## src/rtl/pixel_beat_packer.sv

```systemverilog
`default_nettype none
// ============================================================================
// Module   : pixel_beat_packer
// Brief    : Packs a sop/eop framed one-pixel-per-clock stream into N_PIX-lane
//            beats tagged with per-lane x and a shared y coordinate.
// Revision : 1.0 - initial release
// ============================================================================
module pixel_beat_packer #(
   parameter int BITS         = 8,
   parameter int N_PIX        = 8,
   parameter int IMAGE_WIDTH  = 640,
   parameter int IMAGE_HEIGHT = 480
) (
   input  logic                                    clk,
   input  logic                                    reset_n,
   input  logic [BITS-1:0]                         pix_in,
   input  logic                                    valid_in,
   input  logic                                    sop_in,
   input  logic                                    eop_in,
   output logic                                    module_ready,
   output logic [N_PIX*BITS-1:0]                   pix_out,
   output logic [N_PIX*$clog2(IMAGE_WIDTH)-1:0]    pixel_x,
   output logic [$clog2(IMAGE_HEIGHT)-1:0]         pixel_y,
   output logic                                    valid_out,
   output logic                                    sop_out,
   output logic                                    eop_out,
   input  logic                                    output_ready,
   output logic                                    frame_err
);

   localparam int c_XW = $clog2(IMAGE_WIDTH);
   localparam int c_YW = $clog2(IMAGE_HEIGHT);
   localparam int c_LW = (N_PIX > 1) ? $clog2(N_PIX) : 1;
   localparam logic [c_XW-1:0] c_X_LAST    = c_XW'(IMAGE_WIDTH - N_PIX);
   localparam logic [c_XW-1:0] c_X_STEP    = c_XW'(N_PIX);
   localparam logic [c_YW-1:0] c_Y_LAST    = c_YW'(IMAGE_HEIGHT - 1);
   localparam logic [c_LW-1:0] c_LANE_LAST = c_LW'(N_PIX - 1);

   typedef enum logic [0:0] {S_WAIT_SOP = 1'b0, S_ACTIVE = 1'b1} state_t;

   state_t                r_state;
   logic [c_LW-1:0]       r_lane;
   logic [c_XW-1:0]       r_x_base;
   logic [c_YW-1:0]       r_y;
   logic [N_PIX*BITS-1:0] r_acc;
   logic                  r_acc_full;
   logic [c_XW-1:0]       r_acc_x;
   logic [c_YW-1:0]       r_acc_y;
   logic                  r_acc_sop;
   logic                  r_acc_eop;

   logic                  w_accept;
   logic                  w_in_frame;
   logic                  w_restart;
   logic                  w_out_free;
   logic [c_LW-1:0]       w_lane;
   logic [c_XW-1:0]       w_x;
   logic [c_YW-1:0]       w_y;
   logic                  w_lane_last;
   logic                  w_frame_last;
   logic                  w_beat_done;
   logic                  w_err;
   logic                  w_ld_acc;
   logic                  w_ld_new;
   logic [N_PIX*BITS-1:0] w_acc;
   logic [N_PIX*BITS-1:0] w_src_pix;
   logic [c_XW-1:0]       w_src_x;
   logic [c_YW-1:0]       w_src_y;
   logic                  w_src_sop;
   logic                  w_src_eop;

   // A frame-end beat can still be parked in the accumulator after returning
   // to S_WAIT_SOP, so readiness always follows acc_full.
   assign module_ready = reset_n && !r_acc_full;
   assign w_accept     = valid_in && module_ready;
   assign w_in_frame   = w_accept && (sop_in || (r_state == S_ACTIVE));
   assign w_restart    = w_accept && sop_in && (r_state == S_ACTIVE);
   assign w_out_free   = !valid_out || output_ready;

   // sop always lands in lane 0 of a fresh frame origin
   assign w_lane       = sop_in ? '0 : r_lane;
   assign w_x          = sop_in ? '0 : r_x_base;
   assign w_y          = sop_in ? '0 : r_y;
   assign w_lane_last  = (w_lane == c_LANE_LAST);
   assign w_frame_last = w_lane_last && (w_x == c_X_LAST) && (w_y == c_Y_LAST);
   assign w_beat_done  = w_lane_last || eop_in;
   assign w_err        = w_restart || (w_in_frame && w_beat_done && (w_frame_last != eop_in));

   assign w_ld_acc     = r_acc_full && w_out_free;
   assign w_ld_new     = w_in_frame && w_beat_done && w_out_free;

   always_comb begin
      w_acc = (w_lane == '0) ? '0 : r_acc;
      for (int i = 0; i < N_PIX; i++) begin
         if (w_lane == c_LW'(i)) begin
            w_acc[i*BITS +: BITS] = pix_in;
         end
      end
   end

   assign w_src_pix = w_ld_acc ? r_acc     : w_acc;
   assign w_src_x   = w_ld_acc ? r_acc_x   : w_x;
   assign w_src_y   = w_ld_acc ? r_acc_y   : w_y;
   assign w_src_sop = w_ld_acc ? r_acc_sop : ((w_x == '0) && (w_y == '0));
   assign w_src_eop = w_ld_acc ? r_acc_eop : (eop_in || w_frame_last);

   always_ff @(posedge clk or negedge reset_n) begin
      if (!reset_n) begin
         r_state    <= S_WAIT_SOP;
         r_lane     <= '0;
         r_x_base   <= '0;
         r_y        <= '0;
         r_acc      <= '0;
         r_acc_full <= 1'b0;
         r_acc_x    <= '0;
         r_acc_y    <= '0;
         r_acc_sop  <= 1'b0;
         r_acc_eop  <= 1'b0;
         pix_out    <= '0;
         pixel_x    <= '0;
         pixel_y    <= '0;
         valid_out  <= 1'b0;
         sop_out    <= 1'b0;
         eop_out    <= 1'b0;
         frame_err  <= 1'b0;
      end else begin
         frame_err <= w_err;

         if (w_ld_acc || w_ld_new) begin
            valid_out <= 1'b1;
            pix_out   <= w_src_pix;
            pixel_y   <= w_src_y;
            sop_out   <= w_src_sop;
            eop_out   <= w_src_eop;
            for (int i = 0; i < N_PIX; i++) begin
               pixel_x[i*c_XW +: c_XW] <= w_src_x + c_XW'(i);
            end
         end else if (output_ready) begin
            valid_out <= 1'b0;
         end

         if (w_in_frame) begin
            r_acc <= w_acc;
         end

         // Completed beat that cannot reach the output yet is parked here
         if (w_ld_acc) begin
            r_acc_full <= 1'b0;
         end else if (w_in_frame && w_beat_done && !w_out_free) begin
            r_acc_full <= 1'b1;
            r_acc_x    <= w_x;
            r_acc_y    <= w_y;
            r_acc_sop  <= (w_x == '0) && (w_y == '0);
            r_acc_eop  <= eop_in || w_frame_last;
         end

         if (w_in_frame) begin
            if (w_beat_done) begin
               r_lane <= '0;
               if (eop_in || w_frame_last) begin
                  r_state  <= S_WAIT_SOP;
                  r_x_base <= '0;
                  r_y      <= '0;
               end else begin
                  r_state <= S_ACTIVE;
                  if (w_x == c_X_LAST) begin
                     r_x_base <= '0;
                     r_y      <= w_y + 1'b1;
                  end else begin
                     r_x_base <= w_x + c_X_STEP;
                     r_y      <= w_y;
                  end
               end
            end else begin
               r_state  <= S_ACTIVE;
               r_lane   <= w_lane + 1'b1;
               r_x_base <= w_x;
               r_y      <= w_y;
            end
         end
      end
   end

endmodule
`default_nettype wire
```

## config.mk

```make
export PLATFORM = sky130hd
export DESIGN_NAME = pixel_beat_packer
export DESIGN_NICKNAME = d
export VERILOG_FILES = /design/src/rtl/pixel_beat_packer.sv
export SDC_FILE = /design/constraint.sdc
export NUM_CORES = 1
export LEC_CHECK = 0
export CAP_MARGIN = 20
export CORE_UTILIZATION = 37
export DETAILED_ROUTE_END_ITERATION = 16
export SYNTH_ARGS = -nofsm -noshare
export SYNTH_HDL_FRONTEND = slang
export SYNTH_SLANG_ARGS = --single-unit
export TNS_END_PERCENT = 5
```

## constraint.sdc

```tcl
create_clock -name clk -period 3.03 [get_ports clk]
set_input_delay 0.909 -clock clk [delete_from_list [all_inputs] [get_ports clk]]
set_output_delay 0.909 -clock clk [all_outputs]
set_load 0.05 [all_outputs]
```

* After elaboration in Yosys (flattened, before gate mapping)
Index checks and enable logic that the tools add are counted.
** Storage, ports and cells
- Register bits :: 266
- Input port bits :: 14
- Logic and storage cells :: 96
** Operators by class
- $add $sub $neg :: 10
- Eq/ne operators :: 10
- Mux-type cells :: 30
- Bitwise gates (word level) :: 1
- Reductions and logical operators :: 28
** Operators with widths (count)
- $mux 64 :: 2
- $mux 8 :: 8
- $mux 10 :: 5
- $mux 9 :: 5
- $add 10x3->10 const B :: 4
- $add 10x2->10 const B :: 2
- $logic_and 1x1->1 :: 13
- $eq 3x3->1 const B :: 4
- $add 10x1->10 const B :: 1
- $add 10x4->10 const B :: 1
- $eq 10x10->1 const B :: 1
- $logic_not 10->1 :: 1
- $add 9x1->9 const B :: 1
- $eq 9x9->1 const B :: 1
- $logic_not 9->1 :: 1
- $mux 1 :: 8
- $eq 3x2->1 const B :: 2
- $logic_or 1x1->1 :: 6
- $mux 3 :: 2
- $reduce_bool 2->1 :: 2
- $add 3x1->3 const B :: 1
- $eq 3x1->1 const B :: 1
- $logic_not 1->1 :: 3
- $logic_not 3->1 :: 1
- other kinds (3) :: 3

* Logic depth before layout (Yosys ltp)
- Depth after elaboration :: 8
- Depth in mapped cells :: 19
- Depth with buffers taken out :: 13

* Worst setup path after synthesis
No wires, ideal clock.
- Kind :: input -> register
- Start point :: in sop_in
- End point :: reg r_y[4]
- Data arrival time :: 4.279 ns
- Slack :: -1.370 ns
- Cell stages on the path :: 18
- Buffers on the path :: 7
- Cells stage by stage :: buf_2 > buf_2 > clkbuf_1 > clkbuf_1 > clkbuf_1 > nand2b_1 > inv_1 > ha_1 > ha_1 > clkbuf_1 > clkbuf_1 > nand2_1 > nor4_1 > nand2_1 > ha_1 > o21ai_0 > nor2_2 > a32o_1
** Between the ends
- Longest elaborated chain between the ends :: 7
- Elaborated cells between the ends (all ways) :: 16
- Classes of those cells :: 1 x add/sub; 3 x eq/ne; 6 x mux; 6 x reduce/logical
** RTL lines
- from (decl) :: line 18 : input logic sop_in,
- parallel branches: the longest is 7 deep, another holds $add 9x1->9
- to (signal assigned) :: line 168 : r_y <= w_y + 1'b1;
- to (signal assigned) :: line 171 : r_y <= w_y;
- to (signal assigned) :: line 178 : r_y <= w_y;
- to (decl) :: line 44 : logic [c_YW-1:0] r_y;
Several ways; the timed one is not identified.
A chain may end at the register's enable or synchronous reset.

* Worst setup path in the final report
- Start point :: in output_ready
- End point :: reg pixel_x[56]
** Between the ends
- Longest elaborated chain between the ends :: 4
- Elaborated cells between the ends (all ways) :: 6
- Classes of those cells :: 1 x add/sub; 1 x mux; 4 x reduce/logical
** RTL lines
- from (decl) :: line 27 : input logic output_ready,
- $logic_or 1x1->1 :: line 78 : assign w_out_free = !valid_out || output_ready;
- $logic_and 1x1->1 :: line 89 : assign w_ld_acc = r_acc_full && w_out_free;
- $mux 10 :: line 102 : assign w_src_x = w_ld_acc ? r_acc_x : w_x;
- named net w_src_x[1] :: line 67 : logic [c_XW-1:0] w_src_x;
- $add 10x3->10 :: line 136 : pixel_x[i*c_XW +: c_XW] <= w_src_x + c_XW'(i);
- to (signal, indexed assignment) :: line 136
- to (decl) :: line 22 : output logic [N_PIX*$clog2(IMAGE_WIDTH)-1:0] pixel_x,
The timed path passes the listed nets, and every way through them passes these cells.

==> flow_metrics.tcl <==
set metrics [dict create \
    worst_pin_slew_ns 0.763 \
    cts_buffers 28 \
    io_buffers 171 \
    drc 0 \
    ys_types 78 \
    finalHoldViolations 0 \
    crit_required_ns 3.46 \
    fmax_ghz 0.353 \
    critPathMaxStageDelay_ns 0.42 \
    htreeDepth 1 \
    syn-instance-count 1281 \
    met3_usage 0.0271 \
    slew-limit-headroom 0.491 \
    min_period_over_period 0.936 \
    run_status "finished, final reports clean" \
    drt_iter0_markers 813 \
    rsz0062_at_grt "false" \
    antenna_found_initial 1 \
    yosysTopAreaCell "dfrtp_1" \
    crit_chain "clkdlybuf4s50_1 -> and2b_1 -> nor2_4 -> o21ai_1 -> buf_4 -> ha_1 -> o32ai_1 -> buf_4 -> buf_4 -> or2_2 -> a221o_1" \
    hp-class "input pin to asynchronous set/reset pin" \
    final_util 0.510 \
    grt_pass1_wl_mm 59.7 \
    syn_area_sq_mm 0.0124 \
    clock_tree.buffer_depth 3 \
    start_kind "input pin" \
    yosysTopAreaCellShare 0.517 \
    ir_worst_vdd_v 0.000416 \
    p_leak_nw 7.19 \
    finalCriticalPeriod_ns 2.84 \
    hold_buffers 0 \
    detail_route.wl_per_cell_microns 18.4 \
    hold_ws_ns 0.477 \
    avgViaCountPerCell 5.38 \
    die_w_microns 185 \
    syn_to_final_growth_pct 34.7 \
    crit_fanout 9 \
    die_area_sq_mm 0.0342 \
    grt_overflow 0 \
    endpoint_kind "flip-flop" \
    crit_top_cell "buf_4" \
    ys_seq_elements 256 \
    clk_pin_slew_worst_paths_ns 0.06 \
    dp_cells 1960 \
    synth_area_per_cell_sq_um 9.66 \
    netlist_top_cells_count "dfrtp_1, nand2_1, o21ai_0" \
    cap_violations 0 \
    setup_violations 0 \
    cts-root-buf "clkbuf_16" \
    grt_max_degree 134 \
    drv_slew 0 \
    synth-async-reset-ratio 1.00 \
    fp-row-count 66 \
    powerDensity_mw_per_mm2 575 \
    cp.arrival_ns 3.27 \
    grt_pass1_vias 10500 \
    die_h_microns 185 \
    yosysSeqAreaShare 0.517 \
    grt_usage 0.220 \
    criticalPathCategory "input pin to flip-flop" \
    ant_nets 0 \
    core-area_sq_mm 0.0327 \
    cts_tree "yes" \
    grtUsageMet2 0.336 \
    gp_congestion 0.864 \
    final_cells 2014 \
    clock-sinks 256 \
    drt_wl_total_mm 37.0 \
    place_area_sq_mm 0.0157 \
    grt_use_met1 0.325 \
    finalSetupTns_ns 0 \
    skew_ns 0.0126 \
    ys_warn_count 0 \
    hpwl_mm 26.4 \
    critical_path.slowest_cell "clkdlybuf4s50_1" \
    synth.most_common_cell "dfrtp_1" \
    initial_core_util 0.379 \
    dr_total_vias 10800 \
    insertion_delay_ns 0.55 \
    drive_gt1_frac 0.178 \
    path_buf_inv 4 \
    pin_count 172 \
    synth_edf_count 0 \
    synthFlopType "dfrtp_1" \
    dr.pass1.iters 6 \
    synth_nets 1308 \
    grt_busiest_layer "met2" \
    crit_family "buffers and inverters" \
    layout.nets 1576 \
    stdcell_area_sq_mm 0.0167 \
    netlist_top_cells_area "dfrtp_1, nand2_1, o21ai_0, a22o_1, o21a_1" \
]
-- per-stage QoR --
step                power, mW  worst slack [ns]
floorplan                5.36            -0.587
global placement         6.19            -0.532
finish                   9.58             0.195
CTS                      9.69             0.187
detailed placement       6.22            -0.626
global route             9.99           0.00446
-- logic make-up (layout without fill, tap and decap cells) --
| kind of cell | count (synthesis) | after routing | synth area share |
|---|---|---|---|
| buffers and inverters | 126 | 416 | 0.0456 |
| AO/OA/AOI/OAI | 427 | 427 | 0.234 |
| XOR/XNOR | 13 | 13 | 0.00920 |
| flip-flops | 256 | 256 | 0.517 |
| adder cells (fa/ha/maj) | 13 | 13 | 0.0131 |
| other | 0 | 1 | 0 |
| AND/OR/NAND/NOR | 421 | 421 | 0.159 |
| multiplexers | 25 | 25 | 0.0216 |
-- cell type report --
type	count	area, sq um
Clock buffer	36	771
Fill cell	3080	16000
Sequential cell	256	6410
Clock inverter	16	156
Timing Repair Buffer	351	3230
Tap cell	442	553
Inverter	13	48.8
Multi-Input combinational cell	899	5510
Antenna cell	1	2.50
-- worst register-to-register path: stages, from the launching register on --
cell	delay (ns)
dfrtp_1	0.42
or4_4	0.60
or3_4	0.44
nor2_1	0.10
nand2_1	0.12
ha_4	0.22
o41ai_4	0.07
and3_1	0.23
o21ai_2	0.09
a22o_1	0.22
-- state kept, by name (all words and copies together), names as in the netlist --
name / cells
frame_err: 1
r_acc_eop: 1
pix_out: 64
r_acc_x: 10
sop_out: 1
r_x_base: 10
r_y: 9
r_acc_sop: 1
pixel_y: 9
pixel_x: 70
valid_out: 1
r_state: 1
r_acc_full: 1
r_acc_y: 9
r_acc: 64
eop_out: 1
r_lane: 3
-- power breakdown --
part	total [mW]	internal, mW	switching, mW
clock	3.43	1.98	1.46
combinational	2.27	0.805	1.47
sequential	3.87	3.68	0.190
total	9.58	6.46	3.11
-- final timing paths --
kind	slack (ns)	from	to	cells after the start
hold / removal	0.48	reset_n	pixel_x[46]$_DFFE_PN0P_	2
max in group asynchronous	1.93	reset_n	pix_out[20]$_DFFE_PN0P_	2
hold reg to reg	0.48	pix_out[58]$_DFFE_PN0P_	pix_out[58]$_DFFE_PN0P_	2
setup reg to reg	0.41	r_x_base[1]$_DFFE_PN0N_	r_y[1]$_DFFE_PN0N_	9
setup / recovery	0.19	output_ready	pixel_x[56]$_DFFE_PN0P_	11
min in group clk	0.48	pix_out[58]$_DFFE_PN0P_	pix_out[58]$_DFFE_PN0P_	2
-- per-layer routing --
metal / share of wire / wire length (microns)
met1: 0.48 / 17800
met2: 0.44 / 16400
met3: 0.051 / 1880
met4: 0.025 / 934
met5: 0 / 0
-- cell usage in the layout (no fill, tap or decap), drive strengths merged, types with 9 or more instances in the layout --
master and instances:
nor3 15, buf 182, nand2 208, o21ai 147, nor4 13, a21oi 37
clkdlybuf4s50 168, a32o 22, mux2i 11, o21a 38, dfrtp 256, clkbuf 36
clkinv 10, o22ai 35, nand3 30, a32oi 17, ha 13, nand2b 22
nor2 69, inv 14, a31oi 18, a22o 37, mux2 14, nand4 9
o31ai 17, xnor2 9
-- timing repair --
item                       4_1_cts  5_1_grt
resized for setup                3        2
cloned                           0        0
setup endpoints to repair        8       16
pin swaps                        0        3
setup buffers                    0        1
(Power assumes the default switching activity.)
